$ cat src/rtl/fft8_sequencer.sv
// rtl/fft8_sequencer.sv - 8-point radix-2 DIT FFT sharing one complex butterfly across all 12 butterflies
module fft8_sequencer #(
    parameter int WIDTH = 16
) (
    input  logic             clk,
    input  logic             rst_n,
    input  logic             in_valid,
    output logic             in_ready,
    input  logic [WIDTH-1:0] in_real,
    input  logic [WIDTH-1:0] in_imag,
    output logic             out_valid,
    input  logic             out_ready,
    output logic [WIDTH-1:0] out_real,
    output logic [WIDTH-1:0] out_imag,
    output logic [2:0]       out_index,
    output logic             busy,
    output logic             done
);

    typedef enum logic [1:0] {
        LOAD    = 2'd0,
        COMPUTE = 2'd1,
        UNLOAD  = 2'd2
    } state_t;

    localparam int PW = WIDTH + 17;

    state_t state;
    state_t state_next;

    logic [WIDTH-1:0] mem_re [8];
    logic [WIDTH-1:0] mem_im [8];

    logic [2:0] n;
    logic [1:0] s;
    logic [1:0] b;
    logic [2:0] k;
    logic       done_q;

    logic load_fire;
    logic bfly_en;
    logic unload_fire;
    logic last_bfly;

    logic [2:0] top;
    logic [2:0] bot;
    logic [1:0] tw_idx;

    logic [WIDTH-1:0] a_re, a_im, b_re, b_im;
    logic [WIDTH-1:0] t_re, t_im;
    logic [WIDTH-1:0] mul_re, mul_im;
    logic [WIDTH-1:0] sum_re, sum_im, dif_re, dif_im;

    logic signed [15:0] w_re;
    logic signed [15:0] w_im;
    logic signed [PW-1:0] bx_re, bx_im, wx_re, wx_im;
    logic signed [PW-1:0] prod_re, prod_im;
    logic prod_unused;

    assign last_bfly = (s == 2'd2) && (b == 2'd3);

    // State register; any reset drops the frame in flight and returns to LOAD
    always_ff @(posedge clk or negedge rst_n) begin
        if (!rst_n) begin
            state <= LOAD;
        end else begin
            state <= state_next;
        end
    end

    // Next-state decode plus the handshake and strobe outputs of each phase
    always_comb begin
        state_next  = state;
        in_ready    = 1'b0;
        out_valid   = 1'b0;
        busy        = 1'b0;
        load_fire   = 1'b0;
        bfly_en     = 1'b0;
        unload_fire = 1'b0;
        case (state)
            LOAD: begin
                in_ready  = 1'b1;
                load_fire = in_valid;
                if (in_valid && (n == 3'd7)) begin
                    state_next = COMPUTE;
                end
            end
            COMPUTE: begin
                busy    = 1'b1;
                bfly_en = 1'b1;
                if (last_bfly) begin
                    state_next = UNLOAD;
                end
            end
            UNLOAD: begin
                busy        = 1'b1;
                out_valid   = 1'b1;
                unload_fire = out_ready;
                if (out_ready && (k == 3'd7)) begin
                    state_next = LOAD;
                end
            end
            default: begin
                state_next = LOAD;
            end
        endcase
    end

    // Sample, stage/butterfly and bin counters plus the registered done pulse
    always_ff @(posedge clk or negedge rst_n) begin
        if (!rst_n) begin
            n      <= 3'd0;
            s      <= 2'd0;
            b      <= 2'd0;
            k      <= 3'd0;
            done_q <= 1'b0;
        end else begin
            done_q <= unload_fire && (k == 3'd7);
            if (load_fire) begin
                n <= n + 3'd1;
            end
            if (bfly_en) begin
                b <= b + 2'd1;
                if (last_bfly) begin
                    s <= 2'd0;
                end else if (b == 2'd3) begin
                    s <= s + 2'd1;
                end
            end
            if (unload_fire) begin
                k <= k + 3'd1;
            end
        end
    end

    // Butterfly operand addresses and twiddle index; each stage span is 1<<s,
    // so the general top/bot/twiddle formulas collapse to bit rearrangements of b
    always_comb begin
        top    = 3'd0;
        bot    = 3'd0;
        tw_idx = 2'd0;
        case (s)
            2'd0: begin
                top    = {b, 1'b0};
                bot    = {b, 1'b1};
                tw_idx = 2'd0;
            end
            2'd1: begin
                top    = {b[1], 1'b0, b[0]};
                bot    = {b[1], 1'b1, b[0]};
                tw_idx = {b[0], 1'b0};
            end
            default: begin
                top    = {1'b0, b};
                bot    = {1'b1, b};
                tw_idx = b;
            end
        endcase
    end

    assign a_re = mem_re[top];
    assign a_im = mem_im[top];
    assign b_re = mem_re[bot];
    assign b_im = mem_im[bot];

    // Q1.15 twiddle for the odd indices: W1 = (c, -c), W3 = (-c, -c)
    always_comb begin
        w_re = tw_idx[1] ? -16'sd23170 : 16'sd23170;
        w_im = -16'sd23170;
    end

    assign bx_re = {{17{b_re[WIDTH-1]}}, b_re};
    assign bx_im = {{17{b_im[WIDTH-1]}}, b_im};
    assign wx_re = {{(WIDTH+1){w_re[15]}}, w_re};
    assign wx_im = {{(WIDTH+1){w_im[15]}}, w_im};

    // Exact products in PW bits; taking bits above 15 is an arithmetic shift (floor)
    assign prod_re = (bx_re * wx_re) - (bx_im * wx_im);
    assign prod_im = (bx_re * wx_im) + (bx_im * wx_re);
    assign mul_re  = prod_re[WIDTH+14:15];
    assign mul_im  = prod_im[WIDTH+14:15];
    assign prod_unused = ^{prod_re[14:0], prod_re[PW-1:WIDTH+15],
                           prod_im[14:0], prod_im[PW-1:WIDTH+15]};

    // Twiddle select: W0 passes B through, W2 (-j) is an exact swap/negate
    always_comb begin
        t_re = b_re;
        t_im = b_im;
        case (tw_idx)
            2'd0: begin
                t_re = b_re;
                t_im = b_im;
            end
            2'd2: begin
                t_re = b_im;
                t_im = '0 - b_re;
            end
            default: begin
                t_re = mul_re;
                t_im = mul_im;
            end
        endcase
    end

    assign sum_re = a_re + t_re;
    assign sum_im = a_im + t_im;
    assign dif_re = a_re - t_re;
    assign dif_im = a_im - t_im;

    // In-place working memory: bit-reversed loading, then butterfly write-back
    always_ff @(posedge clk or negedge rst_n) begin
        if (!rst_n) begin
            for (int i = 0; i < 8; i++) begin
                mem_re[i] <= '0;
                mem_im[i] <= '0;
            end
        end else if (load_fire) begin
            mem_re[{n[0], n[1], n[2]}] <= in_real;
            mem_im[{n[0], n[1], n[2]}] <= in_imag;
        end else if (bfly_en) begin
            mem_re[top] <= sum_re;
            mem_im[top] <= sum_im;
            mem_re[bot] <= dif_re;
            mem_im[bot] <= dif_im;
        end
    end

    // Bin data is only presented while unloading so the bus idles at zero
    assign out_real  = out_valid ? mem_re[k] : '0;
    assign out_imag  = out_valid ? mem_im[k] : '0;
    assign out_index = k;
    assign done      = done_q;

endmodule

$ cat config.mk
export PLATFORM = sky130hd
export DESIGN_NAME = fft8_sequencer
export DESIGN_NICKNAME = d
export VERILOG_FILES = /design/src/rtl/fft8_sequencer.sv
export SDC_FILE = /design/constraint.sdc
export NUM_CORES = 2
export LEC_CHECK = 0
export CAP_MARGIN = 5
export CELL_PAD_IN_SITES_DETAIL_PLACEMENT = 0
export CELL_PAD_IN_SITES_GLOBAL_PLACEMENT = 1
export CORE_UTILIZATION = 55
export CTS_CLUSTER_DIAMETER = 40
export DETAILED_ROUTE_END_ITERATION = 10
export PLACE_DENSITY_LB_ADDON = 0.1
export SLEW_MARGIN = 20
export SYNTH_ARGS = -nofsm -noshare
export SYNTH_HDL_FRONTEND = slang
export SYNTH_SLANG_ARGS = --single-unit
$ cat constraint.sdc
create_clock -name clk -period 39.7 [get_ports clk]
set_input_delay 3.97 -clock clk [delete_from_list [all_inputs] [get_ports clk]]
set_output_delay 3.97 -clock clk [all_outputs]
set_load 0.1 [all_outputs]
==> impl_summary.log <==
[metrics] outcome: complete, no violations
[metrics] Mapped Area: around 0.048 mm2
[metrics] launch point of the critical path: b[0]$_DFFE_PN0P_
[metrics] setup TNS after final layout: 0 ns
[metrics] Netlist cell types: 88
[metrics] Simple-Gate Fraction of Synth Area: a little under a tenth
[metrics] placed insts: 6418
[metrics] buffers inserted during post-CTS setup optimization: 0
[metrics] hold slack: about 0.52 ns
[metrics] critical path's slowest cell: sky130_fd_sc_hd__a311oi_1
[metrics] via count of the first global-routing pass: approximately 41000
[metrics] Worst setup EP type: register
[metrics] share of cells above drive strength 1: under 10%
[metrics] largest net degree at the start of global routing: a little over 100
[metrics] overall die width: around 300 um
[metrics] # H-tree levels: 2
[metrics] share of the cycle needed by the critical path after routing: 43.5%
[metrics] Crit path top cell by count: sky130_fd_sc_hd__fa_1
[metrics] total of fill cells in the finished design: just under 8000
[metrics] maxcap violations: 0
[metrics] area added between synthesis and finish: 7.46%
[metrics] arrival time of the worst setup path: roughly 18 ns
[metrics] gate count of the mapped netlist: ~5400
[metrics] Register Area: a little under 0.007 mm2
[metrics] Hold Vio Cnt, Final: 0
[metrics] worst setup margin: ~22 ns
[metrics] Setup crit end: mem_re[62]$_DFFE_PN0P_
[metrics] fraction of the mapped netlist area in compound gates: 16.4%
[metrics] final max-slew violation count: 0
[metrics] Achievable Freq: approximately 58 MHz
[metrics] post-layout min period: between 15 and 20 ns
[metrics] setup slack of the most critical reg-to-reg path: roughly 22 ns
[metrics] aggregate global-route resource usage: a little under 40%
[metrics] post-DR wirelength/cell: approximately 26 um
[metrics] clock input transition at the sequential cells of the worst setup and hold paths: approximately 0.060 ns
[metrics] DRT Wirelength: 170 mm
[metrics] path type of the worst min-delay path: register to register
[metrics] syn_area_per_cell: around 8.9 um2
[metrics] capturing point of the worst reg2reg path: mem_re[62]$_DFFE_PN0P_
[metrics] share of synthesized cell area in full adder, half adder and majority cells: a little over 40%
[metrics] hold bufs inserted after CTS: 0
[metrics] remaining design rule violation count: 0
[metrics] Worst-Skew Late Latency: between 0.5 and 0.6 ns
[metrics] via-per-instance ratio: 6.28
[metrics] maximum number of buffers from clock root to sink: 3
[metrics] die height: about 300 um
[metrics] post-route insts no fill: 6491
[metrics] routability-driven placement congestion ratio: roughly 1
[metrics] footprint of the multi-input gates: ~0.036 mm2
[metrics] placement-stage worst setup slack: around 23 ns
[metrics] sort of element at the start of the critical path: register
[metrics] Final Setup Violations: 0
[metrics] required time reported for the critical path endpoint: about 40 ns
[metrics] Relative slew margins: approximately 22%
[metrics] launching point of the worst reg2reg path: b[0]$_DFFE_PN0P_
[metrics] worst-margin pin slew: about 1.2 ns
[metrics] category of the critical setup timing path: register to register
[metrics] number of clock sinks: around 270
[metrics] RSZ-0062 raised after global routing: false
[metrics] post-synthesis share of cell area spent on xor and xnor gates: about 3.7%
[metrics] share of synthesized registers carrying an async set or reset: between 90% and 100%
[metrics] post-synthesis mux area share: 5.12%
[metrics] detailed-router iteration count before antenna repair: 6
[metrics] total half-perimeter wirelength after legalization and detailed placement: approximately 130 mm
[metrics] main combinational cell family by area after synthesis: adder cells
[metrics] critical path fanouts, max: 47
[metrics] leftover overflow at the end of global routing: 0
[metrics] clock tree from TritonCTS: yes
[metrics] row cnt: ~110
[metrics] EDFF count, synth: 0
[metrics] final setup skew: roughly 0.027 ns
[metrics] Worst path max stage delay: between 0.8 and 0.9 ns
[metrics] first-pass GRT wire length: about 260 mm
[metrics] Antenna Nets Post-Route: 0
[metrics] clock root buffer: sky130_fd_sc_hd__clkbuf_16
[metrics] placeable core area: around 0.086 mm2
[metrics] number of DRC markers in iteration 0: 4683
[metrics] number of vias after detailed routing: around 41000
[metrics] count of instances resized after the clock tree is built: 0
[metrics] fin nets: between 6000 and 7000
[metrics] initial standard-cell utilization of the core: between 50 and 60%
[metrics] number of antenna violations at the first check in global routing: 2
[metrics] sequential element share of the synthesized area: between 10% and 20%
[metrics] Seq cells post-synth: around 270
[metrics] flip-flop cell with the highest count after synthesis: sky130_fd_sc_hd__dfrtp_1
[metrics] number of top-level pins: 75
[metrics] total CTS buffers: 39
[metrics] IO Port Bufs: 74
[metrics] Reg2Reg Depth: between 50 and 60
[metrics] total die area: about 0.088 mm2
[metrics] YS warnings: 0
==> logic make-up (layout without fill, tap and decap cells) <==
group           Yosys count  count (layout)
buf+inv                1325            1294
compound gates         1195            1195
fa+ha+maj              1181            1181
simple gates           1050            1050
flops                   269             269
xor+xnor                195             195
mux                     156             156
other cells               2               7
==> per-stage QoR <==
stage,util (%),cell area (um2)
6_report,60.0,51400
5_1_grt,60.0,51400
4_1_cts,60.0,51400
3_5_place_dp,58.4,50000
3_3_place_gp,58.4,50000
2_1_floorplan,-,47800
==> synth_stat cells, drive strengths merged, types with 51 or more instances <==
cell type,number,area share [%]
inv,1035,8.1
fa,629,26
ha,552,14
nand2,415,3.3
nor2,399,3.1
dfrtp,269,14
o21ai,252,2.6
clkbuf,236,1.9
o22ai,222,2.9
a21oi,187,2.0
xnor2,162,3.1
a22oi,124,1.9
mux2i,78,1.6
mux4,70,3.3
a221oi,60,1.1
o221ai,55,1.0
nor2b,53,0.69
buf,51,0.46
==> sequential cells by signal, indices dropped and copies added (netlist names) <==
register / cells
b: 2
done: 1
mem_im: 128
mem_re: 128
n: 3
out_index: 3
s: 2
state: 2
==> worst min-delay path by stage <==
| stage | startpoint | cells past startpoint | slack, ns | to |
|---|---|---|---|---|
| 2_1_floorplan | mem_re[121]$_DFFE_PN0P_ | 2 | 0.47 | mem_re[121]$_DFFE_PN0P_ |
| 3_3_place_gp | mem_re[11]$_DFFE_PN0P_ | 1 | 0.49 | mem_re[11]$_DFFE_PN0P_ |
| 3_5_place_dp | mem_re[11]$_DFFE_PN0P_ | 1 | 0.50 | mem_re[11]$_DFFE_PN0P_ |
| 4_1_cts | mem_re[11]$_DFFE_PN0P_ | 1 | 0.51 | mem_re[11]$_DFFE_PN0P_ |
| 5_1_grt | mem_re[11]$_DFFE_PN0P_ | 1 | 0.53 | mem_re[11]$_DFFE_PN0P_ |
| 6_report | mem_re[11]$_DFFE_PN0P_ | 1 | 0.52 | mem_re[11]$_DFFE_PN0P_ |
==> metal layers <==
layer | GRT usage [%] | vias to the layer above | share of wire, % | wire [um]
li1 | - | 17800 | - | -
met1 | 55.0 | 20200 | 41 | 70400
met2 | 57.5 | 2368 | 42 | 72100
met3 | 9.36 | 439 | 11 | 19400
met4 | 14.8 | 0 | 4.7 | 7940
met5 | 0 | - | 0 | 0
==> critical path: cells and delay by family (launching register included) <==
family | cells | cell delay (ns)
simple gates | 10 | 2.26
fa+ha+maj | 15 | 7.15
flops | 1 | 0.33
buf+inv | 13 | 2.50
compound gates | 17 | 4.84
==> cells in the final DEF (no fill, tap or decap), types with 13 or more instances in the layout <==
cell | synthesis | routed
sky130_fd_sc_hd__a221oi_1 | 60 | 60
sky130_fd_sc_hd__a21o_1 | 46 | 46
sky130_fd_sc_hd__mux2i_1 | 78 | 75
sky130_fd_sc_hd__o22a_1 | 19 | 19
sky130_fd_sc_hd__or3_1 | 17 | 17
sky130_fd_sc_hd__a22oi_1 | 124 | 124
sky130_fd_sc_hd__o22ai_1 | 222 | 220
sky130_fd_sc_hd__nand2_1 | 415 | 408
sky130_fd_sc_hd__nor2_1 | 398 | 384
sky130_fd_sc_hd__mux4_2 | 70 | 70
sky130_fd_sc_hd__nand2b_1 | 20 | 19
sky130_fd_sc_hd__o221ai_1 | 55 | 55
sky130_fd_sc_hd__clkbuf_16 | 0 | 40
sky130_fd_sc_hd__nor2b_1 | 53 | 53
sky130_fd_sc_hd__ha_1 | 552 | 552
sky130_fd_sc_hd__xor2_1 | 31 | 31
sky130_fd_sc_hd__nor3_1 | 26 | 25
sky130_fd_sc_hd__buf_4 | 1 | 110
sky130_fd_sc_hd__o211ai_1 | 15 | 15
sky130_fd_sc_hd__o21ai_0 | 248 | 247
sky130_fd_sc_hd__xnor2_1 | 159 | 159
sky130_fd_sc_hd__clkdlybuf4s50_1 | 0 | 73
sky130_fd_sc_hd__o21a_1 | 42 | 42
sky130_fd_sc_hd__inv_1 | 1034 | 1034
sky130_fd_sc_hd__nand3_1 | 47 | 46
sky130_fd_sc_hd__o21bai_1 | 36 | 35
sky130_fd_sc_hd__a31oi_1 | 43 | 37
sky130_fd_sc_hd__and2_1 | 14 | 13
sky130_fd_sc_hd__dfrtp_1 | 269 | 266
sky130_fd_sc_hd__fa_1 | 629 | 629
sky130_fd_sc_hd__a21oi_1 | 185 | 181
==> layout make-up <==
type | instances | share of cell area [%]
antenna | 1 | 0.00487
clock buffer | 51 | 2.15
clock inverter | 21 | 0.521
inverter | 1038 | 7.58
multi-input combinational | 3783 | 70.8
tap | 1144 | 2.79
sequential | 269 | 13.1
timing repair buffer | 184 | 3.06
Power is not shown: default switching activity piles up to over one toggle a cycle in this logic, so the estimate is an artifact.
